===== src/rtl/ber_checker_pkg.sv =====
// Shared constants, state encoding and LFSR step for the BER checker.
// Combinational helpers only; no storage.
// Used by the reference generator and the top-level checker.
package ber_checker_pkg;

  // PRBS9 (x^9 + x^5 + 1): sequence length and feedback taps
  localparam int PRBS_PERIOD = 511;
  localparam int PRBS_TAP_HI = 8;
  localparam int PRBS_TAP_LO = 4;

  // Largest selectable reference delay tap
  localparam int MAX_DELAY = PRBS_PERIOD - 1;

  typedef enum logic {
    ST_SEARCH = 1'b0,
    ST_LOCKED = 1'b1
  } state_t;

  // One Fibonacci step; the output bit is the MSB before the step
  function automatic logic [8:0] prbs9_next(input logic [8:0] s);
    return {s[7:0], s[PRBS_TAP_HI] ^ s[PRBS_TAP_LO]};
  endfunction

endpackage


===== src/rtl/ber_checker_prbs9_en.sv =====
// Clock-enabled PRBS9 reference generator.
// o_bit is valid combinationally from state; it advances one step per i_en.
// No backpressure: i_en low simply holds the sequence position.
module prbs9_en
  import ber_checker_pkg::*;
#(
  parameter logic [8:0] SEED = 9'b010101011
) (
  input  logic clk,
  input  logic rst,
  input  logic i_en,
  output logic o_bit
);

  logic [8:0] lfsr;

  // Advance the LFSR only on enabled cycles; reset reloads the seed
  always_ff @(posedge clk) begin
    if (!rst) begin
      lfsr <= SEED;
    end else if (i_en) begin
      lfsr <= prbs9_next(lfsr);
    end
  end

  assign o_bit = lfsr[PRBS_TAP_HI];

endmodule


===== config.mk =====
export PLATFORM = sky130hd
export DESIGN_NAME = prbs9_en
export DESIGN_NICKNAME = d
export VERILOG_FILES = /design/src/rtl/ber_checker_pkg.sv /design/src/rtl/ber_checker_prbs9_en.sv
export SDC_FILE = /design/constraint.sdc
export NUM_CORES = 1
export LEC_CHECK = 0
export CORE_AREA = 2 2 39 41
export DETAILED_ROUTE_END_ITERATION = 7
export DIE_AREA = 0 0 41 43
export MAX_ROUTING_LAYER = met4
export SLEW_MARGIN = 20
export SYNTH_ARGS = -nofsm -noshare
export SYNTH_HDL_FRONTEND = slang
export SYNTH_SLANG_ARGS = --single-unit

===== constraint.sdc =====
create_clock -name clk -period 1.9 [get_ports clk]
set_input_delay 0.57 -clock clk [delete_from_list [all_inputs] [get_ports clk]]
set_output_delay 0.57 -clock clk [all_outputs]
set_load 0.01 [all_outputs]

Yosys cells after proc, flatten, opt, wreduce, memory -nomap -nowiden
Cells that the tools add are included.
- bits in registers: 9
- bits of input ports: 3
- output and inout bits: 1
- logic and storage cells: 2
- bitwise gates (word level): 1
- operator list (kind ; number):
    1-bit XOR ; 1

Longest topological paths before layout
- depth in word-level cells: 1
- gate-level depth with buffers: 3
- depth with buffers taken out: 2

Worst setup path after synthesis
OpenSTA, ideal clock, no wires.
- path type: input-to-reg
- start point: input i_en
- end point: register lfsr[0]
- library setup time: 0.124 ns
- arrival: 0.921 ns
- data required time: 1.776 ns
- path slack: 0.855 ns
- cell stages on the path: 3
- path buffers: 1
- cell sequence: buf_6 nor3b_1 a31oi_1
- RTL lines (element ; RTL line ; source):
    start: declaration ; ber_checker_prbs9_en.sv:11 ; input logic i_en,
    end signal: assignment ; ber_checker_prbs9_en.sv:22 ; lfsr <= prbs9_next(lfsr);
    end: declaration ; ber_checker_prbs9_en.sv:15 ; logic [8:0] lfsr;

Worst setup path in the final report
- start point: register lfsr[8]
- end point: output o_bit
- RTL lines (element ; RTL line ; source):
    end: declaration ; ber_checker_prbs9_en.sv:12 ; output logic o_bit
No word-level cell between the ends.

==> impl_metrics.ini <==
[run_status]
outcome = completed

[finish]
regMostFlops = lfsr
instances_no_fill = 52
fin_util = 0.294
largest_register_ffs = 9
drive_above_1_share = 0.111
filler_cell_count = 150
seq_area_um2 = 180
biggestRegsByFlops = lfsr (9)
nNetsFinal = 40
multi_input_area_um2 = 143
syn_to_final_growth_pct = 17.8
num_antenna_cells = 0

[floorplan]
chipHeight_um = 43
die_x_um = 41
num_rows = 14
core_um2 = 1380
initial_core_util = 0.250
die_area_um2 = 1760
pin_count = 4

[power]
power_mw = 0.398
p_int_mw = 0.311
pwr-share-clk = 0.357
switching_share = 0.220
power_density_nw_per_um2 = 979
combPwrFrac = 0.105
power_frac_seq = 0.538
p_switching_mw = 0.0877
peakVddDrop_v = 0.000438
leakage_nw = 0.173

[global_routing]
antenna_found_initial = 0
first_global_vias = 186
grt_pass1_wl_um = 807
grt-ovfl-total = 0
grt_use_total = 0.0774
grt_max_degree = 11

[cts]
cts_buffers = 3
post_cts.repair.setup_buffers = 0
clock-root-buffer = clkbuf_4
cts_max_path_buffers = 2
clkLatencyLatePin_ns = 0.25
htree_levels = 1
cts.sinks = 9
clk_pin_slew_worst_paths_ns = 0.06
cts_tree = yes
post_cts_resized = 0
cts_hold_buf = 0

[sta]
hold_viol_final = 0
worst_pin_slew_ns = 0.286
post-route-min-period_ns = 1.73
slew_headroom = 0.809
setup_ws_ns = 0.166
rsz0062_at_grt = false
final-setup-viol-count = 0
fin_tns_setup_ns = 0
post-route-period-util = 0.913
fmax_mhz = 577
skew_ns = 0.00135
drv_slew = 0

[synthesis]
synth_seq_cells = 9
synthTopCellsByArea = dfxtp_1 (52%), mux2i_1 (23%), nor2b_1 (7.2%), buf_6 (6.5%), nand2_1 (4.3%)
syn_area_um2 = 345
synth_edf_count = 0
synth-async-reset-ratio = 0
synth_seq_area_share = 0.522
synthCells = 30
yosysTopAreaCellShare = 0.522
syn_area_per_cell_um2 = 11.5
synth-xor-area-share = 0.0254
synth_fa_ha_area_frac = 0
synth_top_family_by_area = multiplexers
yosys-top-cells-count = dfxtp_1 (9), mux2i_1 (8), nand2_1 (4), nor2b_1 (4), buf_6 (2)
synth.distinct_cells = 8
syn_nets = 33
synthSimpleGateAreaFrac = 0.138
synth_compound_gate_area_share = 0.0181
yosysMostFrequentCell = dfxtp_1
yosysTopAreaCell = dfxtp_1
ys.flop_type = dfxtp_1
synth.area.mux_share = 0.232
yosys_warnings = 0

[route]
via_count = 201
firstDrtPassIters = 2
wirelength_um = 470
ant_nets = 0
viasPerCell = 3.87
wl_per_cell_um = 9.04
drcViolationCount = 0
first_iter_violations = 2

[worst_setup_path]
cp-start-kind = register
crit_required_ns = 1.33
worstPathCellList = clkdlybuf4s50_1
arrival_ns = 1.16
crit_type = reg2out
cp_num_buf_inv = 1
worstPathMaxFanout = 3
cp_slowest_stage_delay_ns = 0.55
worstSetupEndpointType = output port
crit_slowest_cell = clkdlybuf4s50_1
cpLargestDelayFamily = buffers and inverters

[place]
post-place-cells = 48
gp_congestion = 0.658
io_buffers = 3
place_ws_ns = 0.283

[run]
max_cap_viol_count = 0

[min_path]
hold_path.class = reg2reg
[placed cells by master, fill, tap and decap left out]
| master | Yosys | layout |
|---|---|---|
| nor2b_1 | 4 | 4 |
| dfxtp_1 | 9 | 9 |
| mux2i_1 | 8 | 8 |
| a31oi_1 | 1 | 1 |
| clkbuf_1 | 0 | 1 |
| nor3b_1 | 1 | 1 |
| clkbuf_4 | 0 | 3 |
| clkdlybuf4s50_1 | 0 | 3 |
| xnor2_1 | 1 | 1 |
| buf_4 | 0 | 1 |
| nand2_1 | 4 | 4 |
[final timing paths]
kind                   to  startpoint  cells after the start  slack, ns
hold / removal    lfsr[7]     lfsr[7]                      2       0.47
setup / recovery    o_bit     lfsr[8]                      1       0.17
hold reg to reg   lfsr[7]     lfsr[7]                      2       0.47
setup reg to reg  lfsr[0]     lfsr[4]                      2       1.19
[layer usage]
| metal | wire [um] | part of all wire | global-route usage |
|---|---|---|---|
| met2 | 196 | 0.42 | 0.0719 |
| met5 | 0 | 0 | - |
| met4 | 0 | 0 | 0.0800 |
| met1 | 250 | 0.53 | 0.101 |
| met3 | 23 | 0.049 | 0.0471 |
[metrics by stage]
step           hold slack (ns)  area, um^2
2_1_floorplan            0.440         345
3_3_place_gp             0.457         380
3_5_place_dp             0.462         380
4_1_cts                  0.478         407
5_1_grt                  0.505         407
6_report                 0.474         407
[worst min-delay path, delay by kind of cell, from the launching register on]
kind	cells	cell delay (ns)
flops	1	0.32
mux	1	0.06
simple gates	1	0.06
[power groups by stage]
stage | clock network, mW | logic, mW | registers [mW]
6_report | 0.142 | 0.0419 | 0.214
5_1_grt | 0.160 | 0.0475 | 0.216
4_1_cts | 0.150 | 0.0422 | 0.214
3_5_place_dp | 0 | 0.0420 | 0.218
3_3_place_gp | 0 | 0.0415 | 0.218
2_1_floorplan | 0 | 0.0331 | 0.217
[cell families after synthesis]
kind of cell / Yosys count
DFF: 9
buffers and inverters: 2
AOI/OAI and AO/OA: 1
xor gates and xnor gates: 1
muxes: 8
and+or+nand+nor: 9
[cell type report]
type | count | area share
well taps | 16 | 0.0492
clock buffers | 4 | 0.0646
repair buffers | 4 | 0.0923
multi-input cells | 19 | 0.351
flip-flops and latches | 9 | 0.443
(Power assumes the default switching activity.)
